<file path="src/rtl/btb_pkg.sv">
// Shared types and sizing for the fetch-stage branch target buffer.
package btb_pkg;

    typedef logic [31:0] rv32i_word;

    localparam int unsigned BTB_SETS_DEFAULT = 16;
    localparam int unsigned BTB_WAYS         = 2;
    // Widest tag (SETS=2); smaller configurations store it zero-extended.
    localparam int unsigned BTB_TAG_MAX      = 29;

    typedef struct packed {
        logic                   valid;
        logic [BTB_TAG_MAX-1:0] tag;
        logic [31:2]            target;
        logic                   jump;
    } btb_entry_t;

    function automatic logic [BTB_TAG_MAX-1:0] btb_tag(input rv32i_word pc,
                                                        input int unsigned idx_bits);
        return BTB_TAG_MAX'(pc >> (2 + idx_bits));
    endfunction

endpackage

</file>
<file path="src/rtl/btb_if.sv">
// Fetch lookup, MEM-stage training and statistics signals of the BTB.
interface btb_if;

    btb_pkg::rv32i_word imem_address;
    logic               lookup_valid;
    logic               br_predicted;
    logic               btb_hit;
    btb_pkg::rv32i_word btb_target;
    btb_pkg::rv32i_word next_pc;
    logic               pred_taken;
    logic               update;
    btb_pkg::rv32i_word mem_pc;
    logic               mem_taken;
    logic               mem_is_jump;
    btb_pkg::rv32i_word mem_target;
    btb_pkg::rv32i_word hit_count;
    btb_pkg::rv32i_word alloc_count;

    modport master (
        output imem_address, lookup_valid, br_predicted,
        output update, mem_pc, mem_taken, mem_is_jump, mem_target,
        input  btb_hit, btb_target, next_pc, pred_taken, hit_count, alloc_count
    );

    modport slave (
        input  imem_address, lookup_valid, br_predicted,
        input  update, mem_pc, mem_taken, mem_is_jump, mem_target,
        output btb_hit, btb_target, next_pc, pred_taken, hit_count, alloc_count
    );

endinterface

</file>
<file path="src/rtl/btb_set.sv">
// One BTB set: two entries plus an LRU bit; combinational match, registered training.
module btb_set
    import btb_pkg::*;
(
    input  logic                   clk,
    input  logic                   rst,
    input  logic [BTB_TAG_MAX-1:0] lookup_tag,
    output logic                   hit,
    output logic [31:2]            hit_target,
    output logic                   hit_jump,
    input  logic                   upd_en,
    input  logic [BTB_TAG_MAX-1:0] upd_tag,
    input  logic                   upd_taken,
    input  logic                   upd_jump,
    input  logic [31:2]            upd_target,
    output logic                   alloc
);

    btb_entry_t            entry [BTB_WAYS];
    logic                  lru;
    logic [BTB_WAYS-1:0]   look_match;
    logic [BTB_WAYS-1:0]   upd_match;
    logic                  hit_way;
    logic                  upd_way;
    logic                  victim;

    always_comb begin
        look_match = '0;
        upd_match  = '0;
        for (int unsigned w = 0; w < BTB_WAYS; w++) begin
            look_match[w] = entry[w].valid && (entry[w].tag == lookup_tag);
            upd_match[w]  = entry[w].valid && (entry[w].tag == upd_tag);
        end
        // Way 0 wins on a double match.
        hit_way    = !look_match[0];
        hit        = |look_match;
        hit_target = entry[hit_way].target;
        hit_jump   = entry[hit_way].jump;
        upd_way    = !upd_match[0];
        victim     = !entry[0].valid ? 1'b0 : (!entry[1].valid ? 1'b1 : lru);
        alloc      = upd_en && upd_taken && !(|upd_match);
    end

    always_ff @(posedge clk) begin
        if (rst) begin
            lru <= 1'b0;
            for (int unsigned w = 0; w < BTB_WAYS; w++) begin
                entry[w].valid <= 1'b0;
            end
        end else if (upd_en) begin
            if (|upd_match) begin
                if (upd_taken) begin
                    entry[upd_way].target <= upd_target;
                    entry[upd_way].jump   <= upd_jump;
                end
                lru <= ~upd_way;
            end else if (upd_taken) begin
                entry[victim] <= '{valid: 1'b1, tag: upd_tag, target: upd_target, jump: upd_jump};
                lru           <= ~victim;
            end
        end
    end

endmodule

</file>
<file path="src/rtl/btb.sv">
// Branch target buffer: set index decode, next-PC selection and hit/alloc counters.
module btb
    import btb_pkg::*;
#(
    parameter int unsigned SETS = BTB_SETS_DEFAULT
)(
    input logic  clk,
    input logic  rst,
    btb_if.slave bus
);

    localparam int unsigned IDX = $clog2(SETS);

    logic [IDX-1:0]         look_idx;
    logic [IDX-1:0]         upd_idx;
    logic [BTB_TAG_MAX-1:0] look_tag;
    logic [BTB_TAG_MAX-1:0] upd_tag;
    logic [31:2]            upd_target;

    logic        set_hit    [SETS];
    logic [31:2] set_target [SETS];
    logic        set_jump   [SETS];
    logic        set_alloc  [SETS];

    logic      hit;
    logic      taken;
    rv32i_word target;
    rv32i_word hit_count;
    rv32i_word alloc_count;

    assign look_idx   = bus.imem_address[IDX+1:2];
    assign upd_idx    = bus.mem_pc[IDX+1:2];
    assign look_tag   = btb_tag(bus.imem_address, IDX);
    assign upd_tag    = btb_tag(bus.mem_pc, IDX);
    assign upd_target = 30'(bus.mem_target >> 2);

    for (genvar s = 0; s < SETS; s++) begin : g_set
        btb_set u_set (
            .clk        (clk),
            .rst        (rst),
            .lookup_tag (look_tag),
            .hit        (set_hit[s]),
            .hit_target (set_target[s]),
            .hit_jump   (set_jump[s]),
            .upd_en     (bus.update && (upd_idx == IDX'(s))),
            .upd_tag    (upd_tag),
            .upd_taken  (bus.mem_taken),
            .upd_jump   (bus.mem_is_jump),
            .upd_target (upd_target),
            .alloc      (set_alloc[s])
        );
    end

    always_comb begin
        hit    = set_hit[look_idx];
        target = hit ? {set_target[look_idx], 2'b00} : '0;
        taken  = hit && (bus.br_predicted || set_jump[look_idx]);
    end

    always_ff @(posedge clk) begin
        if (rst) begin
            hit_count   <= '0;
            alloc_count <= '0;
        end else begin
            if (bus.lookup_valid && hit) hit_count <= hit_count + 32'd1;
            if (set_alloc[upd_idx])      alloc_count <= alloc_count + 32'd1;
        end
    end

    assign bus.btb_hit     = hit;
    assign bus.btb_target  = target;
    assign bus.pred_taken  = taken;
    assign bus.next_pc     = taken ? target : bus.imem_address + 32'd4;
    assign bus.hit_count   = hit_count;
    assign bus.alloc_count = alloc_count;

endmodule
</file>
<file path="src/flat_wrapper.sv">
// flat-port wrapper written by rule: the top's interface ports become plain ports
module btb_flat import btb_pkg::*;
#(
    parameter int unsigned SETS = BTB_SETS_DEFAULT
)
  (clk, rst, bus_imem_address, bus_lookup_valid, bus_br_predicted, bus_update, bus_mem_pc, bus_mem_taken, bus_mem_is_jump, bus_mem_target, bus_btb_hit, bus_btb_target, bus_next_pc, bus_pred_taken, bus_hit_count, bus_alloc_count);
  btb_if bus_i ();
  input logic clk;
  input logic rst;
  input wire logic [$bits(bus_i.imem_address)-1:0] bus_imem_address;
  input wire logic [$bits(bus_i.lookup_valid)-1:0] bus_lookup_valid;
  input wire logic [$bits(bus_i.br_predicted)-1:0] bus_br_predicted;
  input wire logic [$bits(bus_i.update)-1:0] bus_update;
  input wire logic [$bits(bus_i.mem_pc)-1:0] bus_mem_pc;
  input wire logic [$bits(bus_i.mem_taken)-1:0] bus_mem_taken;
  input wire logic [$bits(bus_i.mem_is_jump)-1:0] bus_mem_is_jump;
  input wire logic [$bits(bus_i.mem_target)-1:0] bus_mem_target;
  output wire logic [$bits(bus_i.btb_hit)-1:0] bus_btb_hit;
  output wire logic [$bits(bus_i.btb_target)-1:0] bus_btb_target;
  output wire logic [$bits(bus_i.next_pc)-1:0] bus_next_pc;
  output wire logic [$bits(bus_i.pred_taken)-1:0] bus_pred_taken;
  output wire logic [$bits(bus_i.hit_count)-1:0] bus_hit_count;
  output wire logic [$bits(bus_i.alloc_count)-1:0] bus_alloc_count;
  assign bus_i.imem_address = bus_imem_address;
  assign bus_i.lookup_valid = bus_lookup_valid;
  assign bus_i.br_predicted = bus_br_predicted;
  assign bus_i.update = bus_update;
  assign bus_i.mem_pc = bus_mem_pc;
  assign bus_i.mem_taken = bus_mem_taken;
  assign bus_i.mem_is_jump = bus_mem_is_jump;
  assign bus_i.mem_target = bus_mem_target;
  assign bus_btb_hit = bus_i.btb_hit;
  assign bus_btb_target = bus_i.btb_target;
  assign bus_next_pc = bus_i.next_pc;
  assign bus_pred_taken = bus_i.pred_taken;
  assign bus_hit_count = bus_i.hit_count;
  assign bus_alloc_count = bus_i.alloc_count;
  btb #(.SETS(SETS)) u_core (.clk(clk), .rst(rst), .bus(bus_i));
endmodule
</file>
<file path="config.mk">
export PLATFORM = sky130hd
export DESIGN_NAME = btb_flat
export DESIGN_NICKNAME = d
export VERILOG_FILES = /design/src/rtl/btb_pkg.sv /design/src/rtl/btb_if.sv /design/src/rtl/btb_set.sv /design/src/rtl/btb.sv /design/src/flat_wrapper.sv
export SDC_FILE = /design/constraint.sdc
export NUM_CORES = 2
export LEC_CHECK = 0
export CAP_MARGIN = 5
export CORE_AREA = 2 2 497 499
export DETAILED_ROUTE_END_ITERATION = 10
export DIE_AREA = 0 0 499 501
export PLACE_DENSITY_LB_ADDON = 0.15
export SETUP_SLACK_MARGIN = 0.1
export SLEW_MARGIN = 5
export SYNTH_ARGS = -nofsm -noshare
export SYNTH_HDL_FRONTEND = slang
export SYNTH_SLANG_ARGS = --single-unit
</file>
<file path="constraint.sdc">
create_clock -name clk -period 16.7 [get_ports clk]
set_input_delay 5.01 -clock clk [delete_from_list [all_inputs] [get_ports clk]]
set_output_delay 5.01 -clock clk [all_outputs]
set_load 0.02 [all_outputs]
</file>
==> flow_metrics.tcl <==
set metrics [dict create \
    place_inst 9694 \
    syn_avg_cell_area_sq_um 14.19 \
    p_leak_nw 35.72 \
    ys_warn_count 0 \
    overflow 0 \
    cts_inserted_buffers 212 \
    insertion_delay_ns 0.88 \
    die_h_microns 501 \
    wl_per_cell_microns 33.31 \
    drive_above_1_share 0.1130 \
    tns_ns 0 \
    grt_setup_unrepaired "no" \
    globalplace.congestion 0.8836 \
    r2r-start "u_core.g_set[7].u_set.entry[1][37]" \
    die_w_microns 499 \
    wirelength_microns 336200 \
    cts_tree "yes" \
    ys_types 74 \
    min_path_type "register to register" \
    finalSetupViolations 0 \
    critPathLaunchType "primary input" \
    fin_cells 10090 \
    endpoint_kind "output port" \
    irDropWorstVdd_mv 0.1014 \
    min_period_ns 15.29 \
    num_rows 182 \
    grt_pass1_wl_microns 460100 \
    drv_cap 0 \
    hpwl_microns 200800 \
    start_util 0.3683 \
    cp_top_family "buffers and inverters" \
    synth_edf_count 1856 \
    htree_levels 4 \
    relSlewSlack 0.1206 \
    track_usage 0.2628 \
    synth_most_common_cell "edfxtp_1" \
    grt_antenna_before_repair 18 \
    final_nets 6794 \
    arrival_ns 10.28 \
    skew_ns 0.05607 \
    vias 57100 \
    antenna_left 0 \
    avgViaCountPerCell 5.657 \
    hold_viol 0 \
    hold_buffers 0 \
    synth_async_sr_flop_share 0 \
    cp.buffers_inverters 6 \
    crit_type "primary input to output port" \
    syn-instance-count 6354 \
    min_from "u_core.g_set[11].u_set.lru" \
    cts-root-buf "clkbuf_16" \
    synth_common_cells "1856 x edfxtp_1, 1092 x xnor2_1, 606 x xor2_1" \
    cp_max_fo 33 \
    crit_top_cell "buf_4" \
    port_buffers 226 \
    ys_seq_elements 1936 \
    clk_pin_slew_ns 0.06 \
    cts_resized 0 \
    grt_max_degree 91 \
    fp.dieArea_sq_um 250000 \
    crit_path_start "bus_imem_address[29]" \
    syn-cell-area_sq_um 90150 \
    syn_to_final_growth_pct 15.02 \
    fin_total_pwr_w 0.01082 \
    drcViolationCount 0 \
    num_io_pins 233 \
    tightest_slew_ns 1.305 \
    required_ns 11.69 \
    drtPass1Iterations 5 \
    fmax_mhz 65.39 \
    ys.flop_type "edfxtp_1" \
    synth_top_area_frac 0.6182 \
    max_stage_delay_ns 0.65 \
    slowest_stage "clkdlybuf4s50_1" \
    synth_top_area_cell "edfxtp_1" \
    grt_pass1_vias 56470 \
    outcome "finished clean" \
    core-area_sq_um 244800 \
    drv_slew 0 \
    crit_chain "buf_4 > buf_4 > xnor2_1 > nand4_1 > nor4_1 > nand4_1 > buf_4 > buf_4 > mux2i_1 > o311ai_0 > a21oi_1 > a2111o_1 > o311ai_4 > buf_12 > mux2i_1 > clkdlybuf4s50_1" \
    synthTopCellsByArea "edfxtp_1 62%, xnor2_1 11%, xor2_1 5.9%" \
    ys_seq_area_frac 0.6360 \
    drt_iter0_drc 6031 \
    cts.sinks 1936 \
    cts_setup_buffers 0 \
    finalCritPeriodShare 0.9158 \
    n_fill_cell 22330 \
    power_density_nw_per_um2 104.4 \
    cts_buffer_depth 3 \
]
-- final cells by class --
type                       count  area [sq um]  share of cell area
clock buffer                 272          5570             0.05372
timing repair buffer         484          4205             0.04056
sequential                  1936         57340              0.5529
tap                         3220          4029             0.03885
inverter                      44         165.2            0.001593
clock inverter               120          1220             0.01176
multi-input combinational   4010         31150              0.3004
antenna                        8         20.02           0.0001931
-- report_power, final --
part,internal (W),switching (W)
clock network,0.00261,0.00203
logic,0.000246,0.000598
registers,0.00533,0.00000930
-- kinds of logic (layout without fill, tap and decap cells) --
kind of cell	after synthesis	after routing	share of synthesized area
multiplexers	584	584	0.06663
XOR/XNOR	1699	1699	0.1651
other	1	10	0.00004160
AND/OR/NAND/NOR	1279	1279	0.07734
buffers and inverters	409	920	0.02187
adder cells (fa/ha/maj)	3	3	0.0004164
AO/OA/AOI/OAI	443	443	0.03255
flip-flops	1936	1936	0.6360
-- per-stage QoR --
stage                     utilization  setup slack, ns  cell area (sq um)  hold WS [ns]
final                          0.4236            1.406             103700        0.4911
after global routing           0.4235            1.331             103700        0.5203
after CTS                      0.4235            1.459             103700        0.4938
after detailed placement       0.3958            1.474              96880        0.4801
after global placement         0.3958            1.426              96880        0.4685
after floorplan                     -            3.803              90150        0.4465
-- worst min-delay path, delay by kind of cell, from the launching register on --
family	cells	cell delay (ns)
flip-flops	1	0.32
AND/OR/NAND/NOR	1	0.07
multiplexers	1	0.07
-- registers in the layout (all words and copies together), names as in the netlist --
register,cells
u_core.g_set.u_set.entry,1856
u_core.bus.alloc_count,32
u_core.bus.hit_count,32
u_core.g_set.u_set.lru,16
-- final timing paths --
kind                                endpoint  depth (start not counted)  slack, ns
setup / recovery             bus_next_pc[19]                         16       1.41
hold / removal    u_core.g_set[11].u_set.lru                          2       0.49
setup reg to reg    u_core.bus.hit_count[14]                         11      12.30
hold reg to reg   u_core.g_set[11].u_set.lru                          2       0.49
-- per-layer routing --
metal,track usage,wire (microns),vias up
met1,0.3509,143000,30050
met5,0,21,-
met4,0.08455,11440,4
met3,0.03385,19240,527
met2,0.4430,162500,2154
li1,-,-,24370
-- cells in the final DEF, fill, tap and decap left out, types with 17 or more instances in the layout --
cell type	count
nor3_1	120
a21oi_1	78
clkbuf_16	212
xnor2_1	1092
nor4_1	175
inv_1	32
nor2b_1	28
and3_1	29
xor2_1	606
o22ai_1	86
nand4_1	391
clkbuf_1	56
or2_2	25
buf_4	312
and2_1	17
edfxtp_1	1856
o211ai_1	24
nand3_1	80
clkdlybuf4s50_1	154
a22oi_1	75
nor2_1	166
dfxtp_1	80
o21ai_0	74
nand2_1	137
mux2_2	47
mux2i_1	527
clkinv_2	31
clkinv_1	53
No activity file was read; power rests on OpenSTA's default activity.
